==> config.mk <==
export PLATFORM = sky130hd
export DESIGN_NAME = pipe_ctrl_unit
export DESIGN_NICKNAME = d
export VERILOG_FILES = /design/src/rtl/pipe_ctrl_unit.sv
export SDC_FILE = /design/constraint.sdc
export NUM_CORES = 1
export LEC_CHECK = 0
export ABC_AREA = 1
export BUFFER_PORTS_ARGS = -buffer_cell sky130_fd_sc_hd__buf_2
export CAP_MARGIN = 0
export CORE_UTILIZATION = 35
export CTS_BUF_LIST = sky130_fd_sc_hd__clkbuf_2
export CTS_CLUSTER_DIAMETER = 40
export DETAILED_ROUTE_END_ITERATION = 16
export GPL_TIMING_DRIVEN = 0
export PLACE_DENSITY = 0.6
export SYNTH_ARGS = -nofsm -noshare
export SYNTH_HDL_FRONTEND = slang
export SYNTH_SLANG_ARGS = --single-unit
==> constraint.sdc <==
create_clock -name clk -period 2.1 [get_ports clk]
set_clock_uncertainty 0.05 [all_clocks]
set_input_delay 0.42 -clock clk [delete_from_list [all_inputs] [get_ports clk]]
set_output_delay 0.42 -clock clk [all_outputs]
set_load 0.02 [all_outputs]
==> src/rtl/pipe_ctrl_unit.sv <==
// Pipeline control for the IF/ID boundary: turns hazard-unit stall/flush
// requests into PC/IF-ID enables and an ID/EX bubble, and keeps event statistics.
module pipe_ctrl_unit #(
  parameter logic [31:0] NOP_INSTR = 32'h0000_0000,
  parameter int unsigned MAX_STALL = 3
) (
  input  logic        clk,
  input  logic        rst,
  input  logic        Stall_Req,
  input  logic        Flush_Req,
  input  logic [31:0] If_Pc,
  input  logic [31:0] If_Instr,
  output logic        Pc_Write,
  output logic        IfId_Write,
  output logic        IdEx_Bubble,
  output logic [31:0] IfId_Pc,
  output logic [31:0] IfId_Instr,
  output logic        IfId_Valid,
  output logic [15:0] Stall_Cnt,
  output logic [15:0] Flush_Cnt,
  output logic        Stall_Err
);

  localparam int unsigned RW = (MAX_STALL < 1) ? 1 : $clog2(MAX_STALL + 1);
  localparam logic [RW-1:0] RUN_MAX = RW'(MAX_STALL);

  typedef enum logic [1:0] {S_RUN, S_STALL, S_FLUSH} state_t;

  state_t          r_state;
  state_t          w_next;
  logic            w_eff_stall;
  logic [RW-1:0]   r_run;
  logic [RW-1:0]   w_run_inc;
  logic [31:0]     r_ifid_pc;
  logic [31:0]     r_ifid_instr;
  logic            r_ifid_valid;
  logic [15:0]     r_stall_cnt;
  logic [15:0]     r_flush_cnt;
  logic            r_stall_err;

  // A stall request arriving while ID holds a flush bubble has nothing to protect.
  assign w_eff_stall = Stall_Req & ~Flush_Req & (r_state != S_FLUSH);
  assign w_run_inc   = (r_run == RUN_MAX) ? r_run : r_run + 1'b1;

  always_ff @(posedge clk) begin
    if (rst) r_state <= S_RUN;
    else     r_state <= w_next;
  end

  always_comb begin
    w_next = S_RUN;
    if (Flush_Req)        w_next = S_FLUSH;
    else if (w_eff_stall) w_next = S_STALL;
  end

  always_comb begin
    Pc_Write    = ~w_eff_stall;
    IfId_Write  = ~w_eff_stall;
    IdEx_Bubble = w_eff_stall | Flush_Req;
  end

  always_ff @(posedge clk) begin
    if (rst) begin
      r_ifid_pc    <= '0;
      r_ifid_instr <= NOP_INSTR;
      r_ifid_valid <= 1'b0;
      r_stall_cnt  <= '0;
      r_flush_cnt  <= '0;
      r_stall_err  <= 1'b0;
      r_run        <= '0;
    end else if (Flush_Req) begin
      r_ifid_pc    <= If_Pc;
      r_ifid_instr <= NOP_INSTR;
      r_ifid_valid <= 1'b0;
      r_run        <= '0;
      if (r_flush_cnt != '1) r_flush_cnt <= r_flush_cnt + 16'd1;
    end else if (w_eff_stall) begin
      r_run <= w_run_inc;
      if (r_stall_cnt != '1) r_stall_cnt <= r_stall_cnt + 16'd1;
      if (w_run_inc == RUN_MAX) r_stall_err <= 1'b1;
    end else begin
      r_ifid_pc    <= If_Pc;
      r_ifid_instr <= If_Instr;
      r_ifid_valid <= 1'b1;
      r_run        <= '0;
    end
  end

  assign IfId_Pc    = r_ifid_pc;
  assign IfId_Instr = r_ifid_instr;
  assign IfId_Valid = r_ifid_valid;
  assign Stall_Cnt  = r_stall_cnt;
  assign Flush_Cnt  = r_flush_cnt;
  assign Stall_Err  = r_stall_err;

endmodule

# == After elaboration in Yosys (flattened, before gate mapping) ==
# Index checks and enable logic that the tools add are counted.
# totals
reg_bits,102
input_bits,68
wordCells,33
# op_classes
addsub,3
eq_ne,6
mux,5
bitwise,5
reduce_logical,5
# ops
cell,n
32-bit 2-to-1 mux,2
"16-bit by 1-bit adder with 16-bit output, second input constant",2
"16-bit != test, second input constant",2
3-bit AND reduction,2
"2-bit == test, second input constant",2
2-bit 2-to-1 mux,2
"2-bit != test, second input constant",2
3-bit OR reduction,1
"2-bit by 1-bit adder with 2-bit output, second input constant",1
1-bit bitwise AND,2
1-bit NOT,2
2-bit AND reduction,1
2-bit OR reduction,1
1-bit 2-to-1 mux,1
1-bit OR,1

# == Longest topological paths before layout ==
# Gate-level depths: netlist of run 1.
# depth
depth_word,5
depth_mapped,9

# == Worst setup path before layout of run 1 ==
# Ideal clock, no wire load.
# synth_timing
path_kind,flip-flop to flip-flop
start,"register r_stall_cnt[0], in the netlist Stall_Cnt[0]"
end,"register r_stall_cnt[8], in the netlist Stall_Cnt[8]"
t_arrival_ns,1.435
required_ns,1.935
slack_ns,0.500
stages_incl_launch_ff,8
synth_period_minus_slack_ns,1.600
path_cell_list,dfxtp_1 ha_1 nand3_1 inv_2 nand4_4 buf_6 a21oi_1 nor2_1
# synth_between
elab_chain_cells,2
elab_cells_between_ends,3
cone_classes,add/sub: 1; eq/ne: 1; reduce/logical: 1
# synth_lines
element,line,source
"start, declared",37,logic [15:0] r_stall_cnt;
"start signal, assigned",79,if (r_stall_cnt != '1) r_stall_cnt <= r_stall_cnt + 16'd1;
branches (longest 2 deep; another with 16-bit by 1-bit adder with 16-bit output),n/a,
# Several ways; the timed one is not identified.
# A chain may end at the register's enable or synchronous reset.

# == Worst setup path in the final report of run 1 ==
# layout_timing
start,register r_state[0]
end,output port Pc_Write
# layout_between
elab_chain_cells,3
# layout_lines
element,line,source
"start, declared",29,state_t r_state;
"start signal, assigned",47,else r_state <= w_next;
2-bit != test,42,assign w_eff_stall = Stall_Req & ~Flush_Req & (r_state != S_FLUSH);
1-bit bitwise AND,42,
1-bit NOT (no line),n/a,
"end, declared",13,"output logic Pc_Write,"
# Every way passes these cells.

==> impl_results.md, run 1 <==
* Status: complete, but fails checks
* Violated checks: DRC
* Vias in the first global route at 4596
* Drt pass-1 iters at 11
* Most common cell in the synthesized netlist: nor2_1
* Netlist cell types at 30
* CTS Buf Count at 9
* Via-to-Cell Ratio at 4.74
* Clock Tree Buf Depth at 2
* CP Cell Sequence: inv_1, nand2_2, nand2_4, buf_4, buf_6
* Hold Crit Class: in2reg
* Relative slew slack at 72.1%
* #FFs+latches synth at 102
* Largest cells by area after synthesis: dfxtp_1, nor2_1, o21ai_0
* Worst vdd ir at 0.433 mV
* Clk sinks at 102
* Final GP Congestion at 0.841
* Die width at 112 um
* Hpwl dp at between 9000 and 10000 um
* Crit Path Category: reg2out
* Worst-Margin Slew at ~420 ps
* Largest net degree at the start of global routing at 17
* Multi-input logic area at 1940 um2
* Crit path DAT at 1460 ps
* First-pass GRT wire length at 21500 um
* Clk pin slew, worst setup/hold paths at approximately 260 ps
* Setup TNS at 0 ps
* Compound-cell area share of the yosys netlist at 11.4%
* Min Clock Period, post-route at 1930 ps
* Post-Syn Area at 4230 um2
* # IOs at ~170
* CP Capture Type: output pin
* Initial core utilization at 36.4%
* WP data required at 1630 ps
* Initial DRC Count at 212
* Asr flop ratio synth at 0%
* Max-cap violation count at 0
* Seq/Total Area, Yosys at about half
* Slew Viols, Final at 0
* Core ar. at about 12000 um2
* CTS tree: built
* Top cell type's share of synthesized area at 48.3%
* Overflow after GRT at 0
* Number of enable flip-flop cells after synthesis at 0
* Die Span Y at 112 um
* Post-Route WL at between 10000 and 15000 um
* Slowest cell on crit path: dfxtp_2
* Reg area at 2040 um2
* # fillers at 1149
* CP peak stage delay at 380 ps
* Ys flop type: dfxtp_1
* Gr usage total at 21.7%
* Rows at 39
* Post-route DRC at 5
* Antenna Nets Post-Route at 0
* Commonest cells post-synth: nor2_1, dfxtp_1, nand2_1
* Layout area overhead at 43.4%
* Initial antenna violation count at 0
* Syn nets at 661
* Cell taking the most area after synthesis: dfxtp_1
* Mux cell area share after synthesis at 0%
* Die area at 12500 um2
* Buf/Inv on CP at 3
* Xor/xnor share of the synthesized area at 0.207%
* Top delay family on crit path: flip-flops
* Root Driver: clkbuf_2
* PortBufs at about 170
* Max H-tree Level at 3
* Final hold vios at 0
* Final setup viols at 0
* Syn avg cell area at 7.16 um2
* Final nets at slightly above 900
* Layout cell share with drive strength beyond 1 at 26.2%
* Power per cell area at 620 nW/um2
* Final hold slack at 115 ps
* Combinational family with the most area after synthesis: simple AND/OR/NAND/NOR gates
* Post-Syn Instances at 591
* Synth Area in Simple Gates at 33.4%
* Peak Freq at 517 MHz
* Avg WL per Cell at 13.5 um
* Antenna diode count at 0
* Total number of vias at 4668
* Synth warn at 0
* RSZ-0062 raised after global routing: false
* Type of origin of the critical path: register
* Pleak at 2.86 nW
* Post-synthesis adder-cell area fraction at 0.591%
* Worst-Skew Late Latency at a little under 600 ps
* Tcrit/Tclk final at between 90% and 100%
* Worst-path maximum fanout at 6
## path summary, 6_finish.rpt
path,depth (start not counted),slack (ps),endpoint,start
worst max register to register,7,430,Stall_Cnt[10]$_SDFFE_PP0P_,Stall_Cnt[1]$_SDFFE_PP0P_
worst max-delay path,5,170,Pc_Write,r_state[0]$_SDFF_PP0_
worst min register to register,1,400,r_run[0]$_SDFF_PP0_,r_run[0]$_SDFF_PP0_
worst min-delay path,3,120,r_state[1]$_SDFF_PP0_,Flush_Req
## layout make-up
cell class,instances,share of cell area (%)
sequential,102,33.7
clock inverter,6,1.40
clock buffer,10,0.825
multi-input combinational,435,31.9
tap,143,2.95
timing repair buffer,236,25.0
buffer,27,2.60
inverter,26,1.61
## per-layer routing
| layer | vias to the layer above | track usage (%) | routed length (um) | part of all wire, % |
|---|---|---|---|---|
| met2 | 167 | 36.9 | 6360 | 48 |
| met5 | - | 0 | 0 | 0 |
| li1 | 2375 | - | - | - |
| met3 | 20 | 8.11 | 1000 | 7.5 |
| met1 | 2106 | 25.2 | 5750 | 43 |
| met4 | 0 | 6.76 | 209 | 1.6 |
## report_power, final
group	leakage [nW]	internal, mW	switching [mW]
Clock	0.0800	0.396	0.675
Combinational	1.94	0.269	0.346
Sequential	0.838	2.03	0.0478
Total	2.86	2.69	1.07
## kinds of logic after synthesis
| family | count (synthesis) |
|---|---|
| simple gates | 337 |
| flops | 102 |
| compound gates | 95 |
| buf+inv | 54 |
| fa+ha+maj | 2 |
| xor+xnor | 1 |
## sequential cells by signal (all words and copies together), names as in the netlist
name and count:
Flush_Cnt 16, IfId_Instr 32, IfId_Pc 32, IfId_Valid 1, Stall_Cnt 16, Stall_Err 1, r_run 2, r_state 2
## what timing repair did
item | in CTS | in global routing
cloned | 0 | 0
endpoints found under the setup margin | 3 | 2
resized for setup | 8 | 0
pin swaps | 1 | 0
setup buffers | 3 | 0
hold buffers | 65 | 0
hold endpoints to repair | 68 | 0
## metrics by stage
stage / cells / power (mW) / util (%) / worst slack (ps) / area (um2)
2_1_floorplan: 591 / 2.40 / - / 500 / 4230
3_3_place_gp: 902 / 2.61 / 45.2 / 73.9 / 5250
3_5_place_dp: 902 / 2.62 / 45.2 / 67.6 / 5250
4_1_cts: 986 / 3.81 / 52.4 / 19.3 / 6080
5_1_grt: 985 / 3.94 / 52.3 / 15.7 / 6070
6_report: 985 / 3.76 / 52.3 / 167 / 6070
## placed cells by master (no fill, tap or decap), types with 5 or more instances in the layout
cell / n
a21oi_1: 28
buf_2: 173
buf_4: 10
clkbuf_1: 10
clkbuf_2: 10
dfxtp_1: 101
dlygate4sd3_1: 65
inv_1: 22
nand2_1: 78
nand3_1: 35
nor2_1: 200
nor2_4: 5
o21ai_0: 64
## worst register-to-register path, stage by stage (launching register included)
cell and delay [ps]:
dfxtp_1 460, ha_1 200, nand3_1 170, inv_2 140, nand4_4 190, buf_6 210
a21oi_1 150, nor2_1 60
Power figures use the tool's default switching activity.
==> run 2, diff against run 1 <==
--- a/config.mk
+++ b/config.mk
@@ -13,7 +13,7 @@
 export CTS_CLUSTER_DIAMETER = 40
 export DETAILED_ROUTE_END_ITERATION = 16
 export GPL_TIMING_DRIVEN = 0
-export PLACE_DENSITY = 0.6
+export PLACE_DENSITY = 0.62
 export SYNTH_ARGS = -nofsm -noshare
 export SYNTH_HDL_FRONTEND = slang
 export SYNTH_SLANG_ARGS = --single-unit
==> constraint.sdc (replaced) <==
create_clock -name clk -period 1.6 [get_ports clk]
set_clock_uncertainty 0.05 [all_clocks]
set_input_delay 0.32 -clock clk [delete_from_list [all_inputs] [get_ports clk]]
set_output_delay 0.32 -clock clk [all_outputs]
set_load 0.02 [all_outputs]
==> run 2 against run 1 <==
The run ends with DRC, setup timing left. Utilization rose by 5.6 points. Non-clock buffer count rose by 38. First-iteration DRC count rose by 36%. Critical path depth rose by 1. Final area rose by 11%.
==> impl_results.md, run 2 (synthesized netlist as in run 1, its figures left out) <==
* Hold Crit Class: in2reg
* Sequential power share at 58.2% (+3.0 points)
* Clock power share at 23.0% (-5.5 points)
* Hpwl dp at 9090 um (+0.13%)
* Overflow after GRT at 0 (unchanged)
* Final GP Congestion at 0.854 (+1.6%)
* First-pass GRT wire length at 22300 um (+3.8%)
* Total number of vias at 4925 (+5.5%)
* Most common cell after layout, fill and taps aside: nor2_1
* Post-route DRC at 3 (-2)
* Power per cell area at 696 nW/um2 (+12%)
* Start point of the critical path: r_state[0]$_SDFF_PP0_
* Final nets at 945 (+4.2%)
* PortBufs at 168 (unchanged)
* Combinational power share at 18.8% (+2.5 points)
* Worst-path maximum fanout at 5 (-1)
* Violated checks: DRC, setup timing
* Max-cap violation count at 0 (unchanged)
* Antenna Nets Post-Route at 0 (unchanged)
* Initial core utilization at 36.4% (unchanged)
* WP data required at 1230 ps (-400 ps)
* Worst-Margin Slew at 423 ps (+4.38 ps)
* Fin worst setup slack at -253 ps (-420 ps)
* Slew Viols, Final at 0 (unchanged)
* Worst vdd ir at 0.663 mV (+53%)
* Root Driver: clkbuf_2
* Layout cell share with drive strength beyond 1 at 41.0% (+15 points)
* Relative slew slack at 71.8% (-0.29 points)
* Vias in the first global route at 4763 (+3.6%)
* CTS tree: built
* Core ar. at 11600 um2 (unchanged)
* CTS Buf Count at 9 (unchanged)
* Clk sinks at 102 (unchanged)
* Peak Freq at 540 MHz
* Die area at 12500 um2 (unchanged)
* Pint at 3.28 mW (+22%)
* # IOs at 169 (unchanged)
* Most frequent cells in the layout: nor2_1, buf_2, buf_4
* CP Capture Type: output pin
* Clk pin slew, worst setup/hold paths at 260 ps (about the same)
* # placed instances at 902 (unchanged)
* Sw Share at 29.9% (+1.5 points)
* Post-route insts no fill at 1023 (+3.9%)
* Final setup viols at 3 (+3)
* Max H-tree Level at 3 (unchanged)
* Crit Path Category: reg2out
* Largest net degree at the start of global routing at 16 (-1)
* Initial DRC Count at 289 (+36%)
* Worst Hold Launch: Flush_Req
* Post-Route WL at 14100 um (+6.1%)
* Via-to-Cell Ratio at 4.81 (+1.6%)
* Worst-Skew Late Latency at 600 ps (about the same)
* Clock Tree Buf Depth at 2 (unchanged)
* Reg2reg start: r_state[0]$_SDFF_PP0_
* Type of origin of the critical path: register
* Sw Pwr at 1.40 mW (+31%)
* Status: complete, but fails checks
* Avg WL per Cell at 13.8 um (+2.1%)
* Min Clock Period, post-route at ~1900 ps
* Gr usage total at 22.4% (+0.77 points)
* Die width at 112 um (unchanged)
* Initial antenna violation count at 0 (unchanged)
* Rows at 39 (unchanged)
* Die Span Y at 112 um (unchanged)
* Final hold slack at 144 ps (+28.5 ps)
* Crit path DAT at 1480 ps (+20 ps)
* Antenna diode count at 0 (unchanged)
* Drt pass-1 iters at 12 (+1)
* Tcrit/Tclk final at 116%
* Final hold vios at 0 (unchanged)
* RSZ-0062 raised after global routing: true
* Layout area overhead at 58.7%
* Pleak at 3.10 nW (+8.5%)
==> run 2: cell count changes in the layout (fill, tap and decap cells not counted), moves of 3 or more <==
| cell | previous run | this run |
|---|---|---|
| buf_2 | 173 | 117 |
| buf_4 | 10 | 88 |
| buf_6 | 4 | 17 |
| clkbuf_2 | 10 | 13 |
| dfxtp_1 | 101 | 8 |
| dfxtp_2 | 1 | 76 |
| dfxtp_4 | 0 | 18 |
| nand3_1 | 35 | 32 |
| nor2_1 | 200 | 196 |
==> run 2: final cells by class <==
cell class | count | area, um2
Clock buffer | 12 | 60.1
Tap cell | 143 | 179
Buffer | 28 | 178
Sequential cell | 102 | 2200
Clock inverter | 4 | 23.8
Fill cell | 1039 | 4900
Inverter | 26 | 97.6
Multi-Input combinational cell | 435 | 1990
Timing Repair Buffer | 273 | 1990
==> run 2: repair_timing <==
| action | in CTS | in global routing |
|---|---|---|
| hold buffers | 66 | 0 |
| pin swaps | 7 | 3 |
| setup buffers | 32 | 12 |
| endpoints found under the hold margin | 69 | 0 |
| resized for setup | 71 | 136 |
| endpoints found under the setup margin | 49 | 110 |
==> run 2: metrics by stage <==
stage	setup TNS (ps)	cell area (um2)	setup slack [ps]	util [%]	total power [mW]
after CTS	-836	6370	-313	54.9	4.65
after floorplan	0	4230	16.2	-	3.15
after global routing	-1290	6720	-356	57.8	4.93
final	-646	6720	-253	57.8	4.67
after detailed placement	-2070	5250	-201	45.2	3.43
after global placement	-1250	5250	-164	45.2	3.42
==> run 2: per-layer routing <==
metal	global-route usage, %	wire, um	part of all wire, %	up-vias
met5	0	0	0	-
met4	10.2	453	3.2	0
met3	5.01	903	6.4	33
met2	38.8	6930	49	165
met1	26.5	5840	41	2263
li1	-	-	-	2464
==> run 2: critical path, cell delays in order, from the launching register on <==
cell and delay, ps:
dfxtp_2 390, inv_2 40, nand2_4 60, nand2_4 60, buf_8 140, buf_6 100
buf_6 120
==> run 2: power groups by stage <==
stage	sequential, mW	combinational (mW)	clock (mW)
5_1_grt	2.73	0.957	1.24
6_report	2.72	0.880	1.08
2_1_floorplan	2.90	0.255	0
4_1_cts	2.70	0.830	1.13
3_3_place_gp	2.76	0.655	0
3_5_place_dp	2.77	0.668	0
==> run 2: final timing paths <==
kind / to / slack, ps / depth (start not counted)
min reg2reg: r_run[0]$_SDFF_PP0_ / 400 / 1
max: Pc_Write / -250 / 6
max reg2reg: Stall_Cnt[12]$_SDFFE_PP0P_ / 0 / 11
min: Flush_Cnt[2]$_SDFFE_PP0P_ / 140 / 5
